## config.mk

```make
export PLATFORM = sky130hd
export DESIGN_NAME = traffic_display_scan_flat
export DESIGN_NICKNAME = d
export VERILOG_FILES = /design/src/rtl/traffic_display_scan_pkg.sv /design/src/rtl/traffic_display_scan_if.sv /design/src/rtl/traffic_display_scan_seg7_decode.sv /design/src/rtl/traffic_display_scan.sv /design/src/flat_wrapper.sv
export SDC_FILE = /design/constraint.sdc
export NUM_CORES = 1
export LEC_CHECK = 0
export ABC_AREA = 1
export CORE_UTILIZATION = 30
export DETAILED_ROUTE_END_ITERATION = 10
export PLACE_DENSITY = 0.47
export SLEW_MARGIN = 30
export SYNTH_ARGS = -nofsm -noshare
export SYNTH_HDL_FRONTEND = slang
export SYNTH_SLANG_ARGS = --single-unit
```

## constraint.sdc

```tcl
create_clock -name clk -period 2.54 [get_ports clk]
set_clock_uncertainty 0.1 [all_clocks]
set_input_delay 0.635 -clock clk [delete_from_list [all_inputs] [get_ports clk]]
set_output_delay 0.635 -clock clk [all_outputs]
set_load 0.02 [all_outputs]
```

## src/rtl/traffic_display_scan_pkg.sv

```systemverilog
// Shared constants and types for the traffic-light display scanner:
// active-low segment patterns, digit positions, display modes and the
// frame shadow record.
package traffic_display_pkg;

  // Segment patterns, {g,f,e,d,c,b,a}, active-low.
  localparam logic [6:0] SEG_0     = 7'h40;
  localparam logic [6:0] SEG_1     = 7'h79;
  localparam logic [6:0] SEG_2     = 7'h24;
  localparam logic [6:0] SEG_3     = 7'h30;
  localparam logic [6:0] SEG_4     = 7'h19;
  localparam logic [6:0] SEG_5     = 7'h12;
  localparam logic [6:0] SEG_6     = 7'h02;
  localparam logic [6:0] SEG_7     = 7'h78;
  localparam logic [6:0] SEG_8     = 7'h00;
  localparam logic [6:0] SEG_9     = 7'h10;
  localparam logic [6:0] SEG_F     = 7'h0E;
  localparam logic [6:0] SEG_DASH  = 7'h3F;
  localparam logic [6:0] SEG_BLANK = 7'h7F;

  // Digit positions: side A on digits 1:0, side B on digits 3:2.
  localparam logic [1:0] DIG_A_L = 2'd0;
  localparam logic [1:0] DIG_A_H = 2'd1;
  localparam logic [1:0] DIG_B_L = 2'd2;
  localparam logic [1:0] DIG_B_H = 2'd3;

  typedef enum logic [1:0] {
    MODE_NORMAL,
    MODE_OVERRIDE,
    MODE_IDLE
  } mode_t;

  // Inputs captured once per frame so a frame never mixes old and new values.
  typedef struct packed {
    logic [3:0] bcd_h;
    logic [3:0] bcd_l;
    logic       light_a;
    logic       light_b;
    logic       police;
  } shadow_t;

  // Police override wins; otherwise exactly one green request is a legal
  // running state and anything else falls back to the idle display.
  function automatic mode_t get_mode(input shadow_t s);
    if (s.police)                  return MODE_OVERRIDE;
    else if (s.light_a ^ s.light_b) return MODE_NORMAL;
    else                           return MODE_IDLE;
  endfunction

endpackage

```

## src/rtl/traffic_display_scan_if.sv

```systemverilog
// Signal bundle between the light interface (master) and the display
// scanner (slave): countdown/flags inbound, display and lamp drive outbound.
interface traffic_display_scan_if;
  logic [3:0] bcd_h;
  logic [3:0] bcd_l;
  logic       light_a;
  logic       light_b;
  logic       police;
  logic [6:0] seg_n;
  logic [3:0] an_n;
  logic       lamp_a_grn;
  logic       lamp_a_red;
  logic       lamp_b_grn;
  logic       lamp_b_red;
  logic       frame_tick;

  modport master (
    output bcd_h, bcd_l, light_a, light_b, police,
    input  seg_n, an_n, lamp_a_grn, lamp_a_red, lamp_b_grn, lamp_b_red,
           frame_tick
  );

  modport slave (
    input  bcd_h, bcd_l, light_a, light_b, police,
    output seg_n, an_n, lamp_a_grn, lamp_a_red, lamp_b_grn, lamp_b_red,
           frame_tick
  );
endinterface

```

## src/rtl/traffic_display_scan_seg7_decode.sv

```systemverilog
// BCD to active-low 7-segment decoder; codes 10..15 show a dash.
module seg7_decode
  import traffic_display_pkg::*;
(
  input  logic [3:0] bcd_i,
  output logic [6:0] seg_n_o
);

  // Pure lookup, no state.
  always_comb begin
    seg_n_o = SEG_DASH;
    case (bcd_i)
      4'd0:    seg_n_o = SEG_0;
      4'd1:    seg_n_o = SEG_1;
      4'd2:    seg_n_o = SEG_2;
      4'd3:    seg_n_o = SEG_3;
      4'd4:    seg_n_o = SEG_4;
      4'd5:    seg_n_o = SEG_5;
      4'd6:    seg_n_o = SEG_6;
      4'd7:    seg_n_o = SEG_7;
      4'd8:    seg_n_o = SEG_8;
      4'd9:    seg_n_o = SEG_9;
      default: seg_n_o = SEG_DASH;
    endcase
  end

endmodule

```

## src/rtl/traffic_display_scan.sv

```systemverilog
// Four-digit multiplexed display and lamp driver for the traffic-light
// controller. Inputs are latched into a shadow record at each frame start;
// every output is registered. Optional build macro LEADING_ZERO_BLANK_EN
// blanks the tens digits in normal mode when the tens value is zero.
module traffic_display_scan
  import traffic_display_pkg::*;
#(
  parameter int SCAN_DIV   = 4,  // clk cycles per digit, >= 2
  parameter int BLINK_HALF = 8   // frames per blink half-period, >= 1
) (
  input logic               clk,
  input logic               reset_n,
  traffic_display_scan_if.slave dsp
);

  localparam int PW = $clog2(SCAN_DIV);
  localparam int BW = (BLINK_HALF > 1) ? $clog2(BLINK_HALF) : 1;
  localparam logic [PW-1:0] PRESC_TC = PW'(SCAN_DIV - 1);
  localparam logic [BW-1:0] BLINK_TC = BW'(BLINK_HALF - 1);

  logic [PW-1:0] presc_q, presc_d;
  logic [1:0]    ptr_q, ptr_d;
  logic          pend_q;
  logic [BW-1:0] blink_cnt_q, blink_cnt_d;
  logic          blink_q, blink_d;
  shadow_t       sh_q, sh_d;
  logic [6:0]    seg_q, seg_d;
  logic [3:0]    an_q, an_d;
  logic [3:0]    lamp_q, lamp_d;   // {a_grn, a_red, b_grn, b_red}
  logic          tick_q;
  logic          frame_start, adv;
  logic [3:0]    dig_sel;
  logic [6:0]    dec_seg;
  mode_t         mode;

  // Scan timing: prescaler, digit pointer, frame start, shadow and blink.
  always_comb begin
    presc_d     = presc_q;
    ptr_d       = ptr_q;
    sh_d        = sh_q;
    blink_cnt_d = blink_cnt_q;
    blink_d     = blink_q;
    frame_start = 1'b0;
    adv         = 1'b0;
    if (pend_q) begin
      // First edge after reset release enters digit 0 immediately.
      frame_start = 1'b1;
      adv         = 1'b1;
      ptr_d       = DIG_A_L;
      presc_d     = '0;
    end else if (presc_q == PRESC_TC) begin
      presc_d     = '0;
      adv         = 1'b1;
      ptr_d       = ptr_q + 2'd1;
      frame_start = (ptr_q == DIG_B_H);
    end else begin
      presc_d = presc_q + 1'b1;
    end
    if (frame_start) begin
      sh_d = '{bcd_h:   dsp.bcd_h,
               bcd_l:   dsp.bcd_l,
               light_a: dsp.light_a,
               light_b: dsp.light_b,
               police:  dsp.police};
      if (blink_cnt_q == BLINK_TC) begin
        blink_cnt_d = '0;
        blink_d     = ~blink_q;
      end else begin
        blink_cnt_d = blink_cnt_q + 1'b1;
      end
    end
    mode    = get_mode(sh_d);
    dig_sel = ptr_d[0] ? sh_d.bcd_h : sh_d.bcd_l;
  end

  seg7_decode u_dec (
    .bcd_i   (dig_sel),
    .seg_n_o (dec_seg)
  );

  // Next display/lamp values for the digit being entered.
  always_comb begin
    seg_d  = SEG_BLANK;
    an_d   = 4'hF;
    lamp_d = 4'b0000;
    case (mode)
      MODE_OVERRIDE: seg_d = SEG_F;
      MODE_NORMAL: begin
        seg_d = dec_seg;
`ifdef LEADING_ZERO_BLANK_EN
        if (ptr_d[0] && (sh_d.bcd_h == 4'd0)) seg_d = SEG_BLANK;
`endif
      end
      default: seg_d = SEG_DASH;
    endcase
    case (ptr_d)
      DIG_A_L: an_d = 4'b1110;
      DIG_A_H: an_d = 4'b1101;
      DIG_B_L: an_d = 4'b1011;
      DIG_B_H: an_d = 4'b0111;
      default: an_d = 4'hF;
    endcase
    // Lamps depend only on the light flags; override keeps the green side.
    if (sh_d.light_a ^ sh_d.light_b)
      lamp_d = {sh_d.light_a, ~sh_d.light_a, sh_d.light_b, ~sh_d.light_b};
    else
      lamp_d = {1'b0, blink_d, 1'b0, blink_d};
  end

  // State and output registers; display only updates on pointer advance.
  always_ff @(posedge clk or negedge reset_n) begin
    if (!reset_n) begin
      presc_q     <= '0;
      ptr_q       <= DIG_A_L;
      pend_q      <= 1'b1;
      blink_cnt_q <= '0;
      blink_q     <= 1'b0;
      sh_q        <= '0;
      seg_q       <= SEG_BLANK;
      an_q        <= 4'hF;
      lamp_q      <= 4'b0000;
      tick_q      <= 1'b0;
    end else begin
      presc_q     <= presc_d;
      ptr_q       <= ptr_d;
      pend_q      <= 1'b0;
      blink_cnt_q <= blink_cnt_d;
      blink_q     <= blink_d;
      sh_q        <= sh_d;
      lamp_q      <= lamp_d;
      tick_q      <= frame_start;
      if (adv) begin
        seg_q <= seg_d;
        an_q  <= an_d;
      end
    end
  end

  assign dsp.seg_n      = seg_q;
  assign dsp.an_n       = an_q;
  assign dsp.lamp_a_grn = lamp_q[3];
  assign dsp.lamp_a_red = lamp_q[2];
  assign dsp.lamp_b_grn = lamp_q[1];
  assign dsp.lamp_b_red = lamp_q[0];
  assign dsp.frame_tick = tick_q;

endmodule

```

## src/flat_wrapper.sv

```systemverilog
// flat-port wrapper written by rule: the top's interface ports become plain ports
module traffic_display_scan_flat import traffic_display_pkg::*;
#(
  parameter int SCAN_DIV   = 4,                               
  parameter int BLINK_HALF = 8                                        
)
  (clk, reset_n, dsp_bcd_h, dsp_bcd_l, dsp_light_a, dsp_light_b, dsp_police, dsp_seg_n, dsp_an_n, dsp_lamp_a_grn, dsp_lamp_a_red, dsp_lamp_b_grn, dsp_lamp_b_red, dsp_frame_tick);
  traffic_display_scan_if dsp_i ();
  input logic clk;
  input logic reset_n;
  input wire logic [$bits(dsp_i.bcd_h)-1:0] dsp_bcd_h;
  input wire logic [$bits(dsp_i.bcd_l)-1:0] dsp_bcd_l;
  input wire logic [$bits(dsp_i.light_a)-1:0] dsp_light_a;
  input wire logic [$bits(dsp_i.light_b)-1:0] dsp_light_b;
  input wire logic [$bits(dsp_i.police)-1:0] dsp_police;
  output wire logic [$bits(dsp_i.seg_n)-1:0] dsp_seg_n;
  output wire logic [$bits(dsp_i.an_n)-1:0] dsp_an_n;
  output wire logic [$bits(dsp_i.lamp_a_grn)-1:0] dsp_lamp_a_grn;
  output wire logic [$bits(dsp_i.lamp_a_red)-1:0] dsp_lamp_a_red;
  output wire logic [$bits(dsp_i.lamp_b_grn)-1:0] dsp_lamp_b_grn;
  output wire logic [$bits(dsp_i.lamp_b_red)-1:0] dsp_lamp_b_red;
  output wire logic [$bits(dsp_i.frame_tick)-1:0] dsp_frame_tick;
  assign dsp_i.bcd_h = dsp_bcd_h;
  assign dsp_i.bcd_l = dsp_bcd_l;
  assign dsp_i.light_a = dsp_light_a;
  assign dsp_i.light_b = dsp_light_b;
  assign dsp_i.police = dsp_police;
  assign dsp_seg_n = dsp_i.seg_n;
  assign dsp_an_n = dsp_i.an_n;
  assign dsp_lamp_a_grn = dsp_i.lamp_a_grn;
  assign dsp_lamp_a_red = dsp_i.lamp_a_red;
  assign dsp_lamp_b_grn = dsp_i.lamp_b_grn;
  assign dsp_lamp_b_red = dsp_i.lamp_b_red;
  assign dsp_frame_tick = dsp_i.frame_tick;
  traffic_display_scan #(.SCAN_DIV(SCAN_DIV), .BLINK_HALF(BLINK_HALF)) u_core (.clk(clk), .reset_n(reset_n), .dsp(dsp_i));
endmodule
```

# Word-level counts from Yosys, hierarchy flattened
# Memories as Yosys holds them, arrays and structs flattened.
# Index checks and enable logic that the tools add are counted.
dict set report word_totals {
  input_bits 13
  mem_count 1
  mem_bits_rw 0
  rom_bits 112
  regBits 36
  latch_bits 0
}
# name depth width rd rd_clocked_by_memory_dff write_ports line
set memory_table {}
lappend memory_table {{(name not given)} 16 7 1 0 0 traffic_display_scan_seg7_decode.sv:12} ;# case (bcd_i)
dict set report classes {
  add_sub_neg 3
  n_lt_le_gt_ge 0
  div 0
  muxes 18
  eq_ne 7
  bitwise 4
  mul 0
  shift 0
  reduce_logical 2
}
# operator n
set op_table {}
lappend op_table {{one-hot mux 4 bit (4 select lines)} 1}
lappend op_table {{one-hot mux 7 bit (2 select lines)} 1}
lappend op_table {{2-to-1 mux 2 bit} 6}
lappend op_table {{2-to-1 mux 11 bit} 1}
lappend op_table {{== test 2 bit (second input constant)} 4}
lappend op_table {{2-to-1 mux 4 bit} 2}
lappend op_table {{2-to-1 mux 1 bit} 6}
lappend op_table {{adder 2 x 1 -> 2 bit (second input constant)} 2}
lappend op_table {{== test 2 x 1 -> 1 bit (second input constant)} 2}
lappend op_table {{zero test 2 bit} 2}
lappend op_table {{adder 3 x 1 -> 3 bit (second input constant)} 1}
lappend op_table {{== test 3 bit (second input constant)} 1}
lappend op_table {{2-to-1 mux 3 bit} 1}
lappend op_table {{NOT 1 bit} 3}
lappend op_table {{XOR 1 bit} 1}

# Depth between registers and ports, before layout
# Gate-level depths: netlist of the first run.
dict set report depth {
  ltp_word 9
  depth_mapped 15
}

# Modules after synthesis
# A second synthesis of the first run with hierarchy kept.
dict set report hier_totals {
  hier_cells 199
  area_unflattened_um2 1801.7
}
# mod cells_each area_each_um2 instances
set modules_own_cells {}
lappend modules_own_cells {traffic_display_scan 164 1614.0 1}
lappend modules_own_cells {seg7_decode 35 187.7 1}

# Worst setup path after synthesis of the first run
# Ideal clock, no wire load.
dict set report synth_timing {
  path_type {flip-flop to flip-flop}
  start {register u_core.ptr_q[0]}
  end {register u_core.seg_q[2] (netlist: u_core.dsp.seg_n[2])}
  path_slack_ns 0.231
  t_arrival_ns 2.133
  setup_ns 0.076
  stages_incl_launch_ff 12
  path_buffers 2
  period_less_slack_ns 2.309
  path_cell_list {dfrtp_1 > ha_1 > nand2_8 > nand2_8 > buf_12 > buf_4 > o21ai_1 > ha_1 > nor3_4 > nand2_2 > o21bai_1 > inv_1}
}
# element line
set synth_rtl {}
lappend synth_rtl {{start, declared} traffic_display_scan.sv:22} ;# logic [1:0] ptr_q, ptr_d;
lappend synth_rtl {{start signal, assigned} traffic_display_scan.sv:125} ;# ptr_q <= ptr_d;
lappend synth_rtl {{end signal, assigned} traffic_display_scan.sv:133} ;# seg_q <= seg_d;
lappend synth_rtl {{end, declared} traffic_display_scan.sv:27} ;# logic [6:0] seg_q, seg_d;

==> results by group, run 1 <==
Outcome
  • Outcome: finished, final reports clean

Critical path
  • Crit-path most repeated cell: nand2_8
  • Crit path max-delay cell type: dfrtp_1
  • CP Cell Sequence: ha_2 -> nand2_8 -> nand2_8 -> nand2_1 -> o21ai_1 -> ha_1 -> nor3_4 -> nand2_2 -> o21bai_1 -> inv_1
  • R2R Path Start: u_core.ptr_q[0]
  • Req. time, crit path: around 2.7 ns
  • Arr. time, crit path: 2.43 ns
  • RR Endpoint: u_core.dsp.seg_n[2]
  • WS Path Type: register to register
  • CP max FO: 24
  • Worst R2R Setup Slack: around 0.22 ns
  • R2R cell count: 10
  • Critical Path Max Stage Delay: 0.46 ns
  • CP Launch Type: register
  • Setup crit end kind: register

Timing
  • Max Slew Vio Count: 0
  • RSZ-0062 raised after global routing: false
  • Setup TNS: 0 ns
  • Number of setup violations in the final report: 0
  • Fin crit share: 0.912
  • Fmax: roughly 430 MHz
  • Fin crit period: between 2 and 2.5 ns
  • Final Hold Vio Count: 0

Power and ir drop
  • Sequential share of power: 0.445
  • Switching pwr: 490 µW
  • Pwr/cell area: between 600 and 700 nW/µm²
  • Int Power: 1.12 mW
  • Clock share of power: 0.278
  • Switching Share: 0.304
  • Max VDD drop: roughly 280 µV
  • Part of the power in combinational logic: 0.277
  • Leak: 1.12 nW

Synth
  • Ys flop type: dfrtp_1
  • Syn nets: 229
  • Syn Area/Cell: between 9 and 10 µm²
  • Adder-cell share of the synthesized area: 0.0711
  • Flops & latches, synth: 36
  • Seq/Total Area, Yosys: 0.473
  • Post-Synth XOR/XNOR Area: 0.00452
  • Post-synth EDFFs: 0
  • Mapped Area: a little under 2000 µm²
  • Distinct cell type count of the synthesized netlist: 33
  • Asr flop ratio synth: 1.00
  • YS warnings: 0
  • Synth Area in Compound Gates: 0.0776
  • Largest family of logic cells by synthesized area: simple AND/OR/NAND/NOR gates
  • Multiplexer area fraction after synthesis: 0.00582
  • Mapped Cells: ~210
  • Post-synthesis simple-gate area fraction: 0.266

Final layout
  • Fin area: roughly 2400 µm²
  • ANT cells: 0
  • Share of layout cells above drive strength 1: 0.222
  • Fin nets: 262
  • Synthesis-to-finish area growth: 23.0%

Flow run
  • Max-cap viol count: 0

Hold path
  • Hold Crit Start: u_core.presc_q[0]
  • WHS Endpoint: u_core.presc_q[0]
  • Worst Hold Class: register to register
  • Hold Path Cell Cnt: 1

Floorplan
  • Die Y: 82.3 µm
  • Die X: 82.3 µm
  • DIE AREA: slightly below 7000 µm²
  • I/O Pins: 29
  • Total core area: roughly 6100 µm²
  • Num rows: 28
  • Initial core utilization: 0.319

Global routing
  • Remaining Overflow, GRT: 0
  • Vias in the first global route: approximately 1300
  • Pin count of the biggest net entering global routing: 37
  • Initial antenna violation count: 0
  • First-pass GRT wire length: 6140 µm
  • Total GRT Usage: 0.123

Clocking
  • Skew-Pair Late Insertion Delay: slightly below 0.3 ns
  • Reg clk slew, reported paths: 0.07 ns
  • Cts hold-fix bufs: 0
  • H-tree Lvls: 2
  • Clock Sinks: 36
  • CTS tree: yes
  • Clock root buffer: clkbuf_8
  • Num CTS Buffers: 5
  • Max Buffers Root-to-Sink: 2

Route
  • First drt pass iteration count: 4
  • Avg WL per Cell: between 10 and 15 µm
  • Via density: 4.29
  • Total routed wirelength: ~3600 µm
  • Final ANT Viol Nets: 0
  • Vias: approximately 1300
  • Iteration-0 DRC Markers: 57
  • DRC Markers: 0

Place
  • RePlAce Congestion: around 0.80
  • Number of port buffers: 28
  • Dpl hpwl: between 2000 and 3000 µm
  • Placed Instance Area: roughly 2300 µm²
[power by group through the flow]
stage                     clock network (mW)  logic, mW  registers [mW]
after CTS                              0.467      0.455           0.719
final                                  0.448      0.447           0.717
after global routing                   0.489      0.503           0.729
after detailed placement                   0      0.452           0.730
after floorplan                            0      0.257           0.772
after global placement                     0      0.454           0.729
[synth_stat cells (8+ instances only)]
cell,number,area [µm²]
nand2_2,8,50.1
inv_1,32,120
nand2_1,34,128
ha_1,11,138
dfrtp_1,24,601
dfstp_2,12,315
nand3_1,13,65.1
nor2_1,18,67.6
[placed cells by master, fill, tap and decap left out, types with 7 or more instances in the layout]
master / count
nor2_1: 18
nand2_1: 34
clkdlybuf4s50_1: 28
ha_1: 10
nand2_2: 8
clkbuf_8: 7
dfstp_2: 12
dfrtp_1: 24
nand3_1: 13
inv_1: 32
[routing by layer]
layer	vias to the layer above	routed length [µm]	global-route usage
met2	22	1630	0.183
met3	4	107	0.0264
li1	703	-	-
met5	-	0	0
met1	617	1770	0.166
met4	0	47	0.0632
[worst max path at each step]
stage | from | endpoint | cells past startpoint
after floorplan | u_core.ptr_q[0] | u_core.dsp.seg_n[2] | 11
after global placement | dsp_light_b | u_core.dsp.seg_n[6] | 7
after detailed placement | dsp_light_b | u_core.dsp.seg_n[1] | 8
after CTS | u_core.ptr_q[0] | u_core.dsp.seg_n[2] | 9
after global routing | u_core.ptr_q[0] | u_core.dsp.seg_n[2] | 10
final | u_core.ptr_q[0] | u_core.dsp.seg_n[2] | 10
[per-stage QoR]
stage           util  total power [mW]  std cells  hold WS (ns)  worst slack [ns]
4_1_cts        0.392              1.64        314         0.346             0.153
3_3_place_gp   0.376              1.18        306         0.333            0.0885
6_report       0.393              1.61        314         0.341             0.224
5_1_grt        0.393              1.72        314         0.368            0.0324
3_5_place_dp   0.376              1.18        306         0.336             0.136
2_1_floorplan      -              1.03        205         0.239             0.231
[repair_timing]
action | CTS | global route
endpoints found under the setup margin | 0 | 1
buffers inserted | 0 | 0
resized for setup | 0 | 1
[state kept, by name (all words and copies together) (netlist names)]
register               flops
u_core.blink_cnt_q         3
u_core.presc_q             2
u_core.dsp.frame_tick      1
u_core.lamp_q              4
u_core.sh_q               11
u_core.blink_q             1
u_core.ptr_q               2
u_core.pend_q              1
u_core.dsp.seg_n           7
u_core.dsp.an_n            4
[cells by family (layout without fill, tap and decap cells)]
| logic type | Yosys count | in the layout |
|---|---|---|
| DFF | 36 | 36 |
| other | 1 | 1 |
| buffers and inverters | 41 | 75 |
| AOI/OAI and AO/OA | 24 | 24 |
| and+or+nand+nor | 90 | 90 |
| muxes | 1 | 1 |
| adders and majority gates | 11 | 11 |
| xor gates and xnor gates | 1 | 1 |
[layout make-up]
class | instances | area, µm²
fill | 611 | 3680
multi-input combinational | 128 | 828
timing repair buffer | 31 | 303
sequential | 36 | 916
inverter | 36 | 140
tap | 75 | 93.8
clock buffer | 8 | 100
[critical path: cells and delay by family (launching register included)]
family | cells | cell delay [ns]
DFF | 1 | 0.46
AOI/OAI and AO/OA | 2 | 0.30
and+or+nand+nor | 5 | 0.69
buffers and inverters | 1 | 0.06
adders and majority gates | 2 | 0.64
No activity file was read; power rests on OpenSTA's default activity.
==> run 2, diff against run 1 <==
--- a/config.mk
+++ b/config.mk
@@ -9,7 +9,9 @@
 export CORE_UTILIZATION = 30
 export DETAILED_ROUTE_END_ITERATION = 10
 export PLACE_DENSITY = 0.47
+export RECOVER_POWER = 50
 export SLEW_MARGIN = 30
 export SYNTH_ARGS = -nofsm -noshare
 export SYNTH_HDL_FRONTEND = slang
 export SYNTH_SLANG_ARGS = --single-unit
+export TNS_END_PERCENT = 10
==> run 2 against run 1 <==
  * Core utilization decreased by 0.083 points
  * Total power about the same
  * Cell count is the same
  * Sequential share of layout area grew 0.081 points
  * Worst setup slack better by 0.017 ns
  * Worst hold slack unchanged
  * Combinational power about the same
  * Die area did not move
  * Critical path depth unchanged
  * Sequential power about the same
==> results by group, run 2 (synthesis gave the netlist of run 1 again) <==
Clocking
  • CTS tree: yes (unchanged)
  • Skew-Pair Late Insertion Delay: 0.29 ns (about the same)
  • H-tree Lvls: 2 (unchanged)
  • Cts hold-fix bufs: 0 (unchanged)
  • Max Buffers Root-to-Sink: 2 (unchanged)
  • Clock root buffer: clkbuf_8 (unchanged)
  • Reg clk slew, reported paths: 0.07 ns (about the same)
  • Num CTS Buffers: 5 (unchanged)
  • Clock Sinks: 36 (unchanged)
  • Setup bufs post-CTS: 0 (unchanged)

Critical path
  • Crit path launch: u_core.ptr_q[0] (unchanged)
  • Delay-heaviest family, CP: simple AND/OR/NAND/NOR gates (unchanged)
  • Bufs and invs on worst path: 1 (unchanged)
  • Crit-path most repeated cell: nand2_8 (unchanged)
  • Setup crit end kind: register (unchanged)
  • WS Path Type: register to register (unchanged)
  • RR Endpoint: u_core.dsp.seg_n[2] (unchanged)
  • CP Launch Type: register (unchanged)
  • Crit path max-delay cell type: dfrtp_1 (unchanged)
  • R2R Path Start: u_core.ptr_q[0] (unchanged)
  • CP Cell Sequence: ha_2 -> nand2_8 -> nand2_8 -> nand2_1 -> o21ai_1 -> ha_1 -> nor3_4 -> nand2_2 -> o21bai_1 -> inv_1 (unchanged)
  • Worst R2R Setup Slack: 0.24 ns (was 0.22 ns)
  • R2R cell count: 10 (unchanged)
  • Arr. time, crit path: 2.41 ns (was 2.43 ns)
  • Critical Path Max Stage Delay: 0.44 ns (was 0.46 ns)
  • CP max FO: 24 (unchanged)
  • Req. time, crit path: 2.65 ns (about the same)

Timing
  • Slew HR: 0.400
  • Final Hold Vio Count: 0 (unchanged)
  • Max Slew Vio Count: 0 (unchanged)
  • Worst-Margin Slew: between 0.8 and 0.9 ns
  • Fin crit period: 2.30 ns (was 2.32 ns)
  • Number of setup violations in the final report: 0 (unchanged)
  • Setup TNS: 0 ns (unchanged)
  • RSZ-0062 raised after global routing: false (unchanged)
  • Fmax: 435 MHz (was 432 MHz)
  • Fin crit share: 0.905 (was 0.912)
  • Worst hold-check slack: 0.341 ns (unchanged)

Final layout
  • Multi-input logic area: 826 µm² (was 828 µm²)
  • Layout filler cell count: 610 (was 611)
  • Synthesis-to-finish area growth: 22.8% (was 23.0%)
  • Share of layout cells above drive strength 1: 0.218 (was 0.222)
  • Fin nets: 262 (unchanged)
  • Max reg flops: 11 (unchanged)
  • Most common cell after layout, fill and taps aside: nand2_1 (unchanged)
  • ANT cells: 0 (unchanged)
  • Register area: 916 µm² (unchanged)
  • Post-Layout Cell Count: 314 (unchanged)
  • Largest reg by FF count: u_core.sh_q (unchanged)
  • Fin area: 2380 µm² (about the same)
  • Commonest non-fill, non-tap cells in the layout: nand2_1, inv_1, clkdlybuf4s50_1 (unchanged)

Route
  • Metal3 WL: 107 µm (unchanged)
  • Total routed wirelength: 3560 µm (was 3550 µm)
  • First drt pass iteration count: 4 (unchanged)
  • Vias: 1346 (unchanged)
  • Via density: 4.29 (unchanged)
  • Highest metal used: met4 (unchanged)
  • M1 wire length: 1770 µm (about the same)
  • Iteration-0 DRC Markers: 57 (unchanged)
  • Avg WL per Cell: 11.3 µm (about the same)
  • DRC Markers: 0 (unchanged)
  • Routed met2 length: 1630 µm (unchanged)
  • Final ANT Viol Nets: 0 (unchanged)

Hold path
  • Hold Crit Start: u_core.presc_q[0] (unchanged)
  • Hold Path Cell Cnt: 1 (unchanged)
  • WHS Endpoint: u_core.presc_q[0] (unchanged)
  • Worst Hold Class: register to register (unchanged)

Power and ir drop
  • Leak: 1.12 nW (about the same)
  • Max VDD drop: 276 µV (about the same)
  • Pwr/cell area: 678 nW/µm² (was 677 nW/µm²)

Global routing
  • Initial antenna violation count: 0 (unchanged)
  • Total GRT Usage: 0.123 (unchanged)
  • First-pass GRT wire length: 6140 µm (unchanged)
  • Pin count of the biggest net entering global routing: 37 (unchanged)
  • Vias in the first global route: 1319 (unchanged)
  • Remaining Overflow, GRT: 0 (unchanged)

Place
  • Placed cells: 306 (unchanged)
  • Placed Instance Area: 2280 µm² (unchanged)
  • RePlAce Congestion: 0.804 (unchanged)
  • Dpl hpwl: 2550 µm (unchanged)
  • Number of port buffers: 28 (unchanged)

Floorplan
  • Die Y: 82.3 µm (unchanged)
  • Die X: 82.3 µm (unchanged)
  • Num rows: 28 (unchanged)
  • I/O Pins: 29 (unchanged)
  • DIE AREA: 6780 µm² (unchanged)
  • Total core area: 6060 µm² (unchanged)
  • Initial core utilization: 0.319 (unchanged)

Outcome
  • Outcome: finished, final reports clean (unchanged)

Flow run
  • Max-cap viol count: 0 (unchanged)
-- run 2: per-stage QoR --
step	power [mW]	setup slack, ns	utilization
2_1_floorplan	1.03	0.231	-
6_report	1.61	0.242	0.392
3_5_place_dp	1.18	0.136	0.376
3_3_place_gp	1.18	0.0885	0.376
4_1_cts	1.64	0.153	0.392
5_1_grt	1.72	0.0504	0.392
-- run 2: final cells by class --
| cell class | instances | share of cell area |
|---|---|---|
| sequential | 36 | 0.385 |
| tap | 75 | 0.0395 |
| timing repair buffer | 31 | 0.126 |
| clock buffer | 8 | 0.0421 |
| multi-input combinational | 128 | 0.348 |
| inverter | 36 | 0.0590 |
-- run 2: repair_timing --
action	in CTS	in global routing
resized for setup	0	1
endpoints found under the setup margin	0	1
hold endpoints to repair	0	0
-- run 2: metal layers --
metal,vias up,track usage
li1,703,-
met1,617,0.166
met2,22,0.183
met4,0,0.0632
met3,4,0.0264
met5,-,0
-- run 2: where the power goes --
group          internal (mW)  switching, mW  leakage [nW]  total (mW)
Combinational          0.195          0.251         0.655       0.446
Clock                  0.248          0.200        0.0515       0.448
Sequential             0.677         0.0395         0.414       0.717
Total                   1.12          0.490          1.12        1.61
-- run 2: worst register-to-register path, stage by stage (launching register included) --
cell and delay [ns]:
dfrtp_1 0.44, ha_2 0.27, nand2_8 0.09, nand2_8 0.18, nand2_1 0.09, o21ai_1 0.17, ha_1 0.37, nor3_4 0.25
nand2_2 0.09, o21bai_1 0.13, inv_1 0.06
-- run 2: worst max-delay path by stage --
stage,end,slack (ns),cells after the start
after floorplan,u_core.dsp.seg_n[2],0.23,11
after global placement,u_core.dsp.seg_n[6],0.09,7
after detailed placement,u_core.dsp.seg_n[1],0.14,8
after CTS,u_core.dsp.seg_n[2],0.15,9
after global routing,u_core.dsp.seg_n[2],0.05,10
final,u_core.dsp.seg_n[2],0.24,10
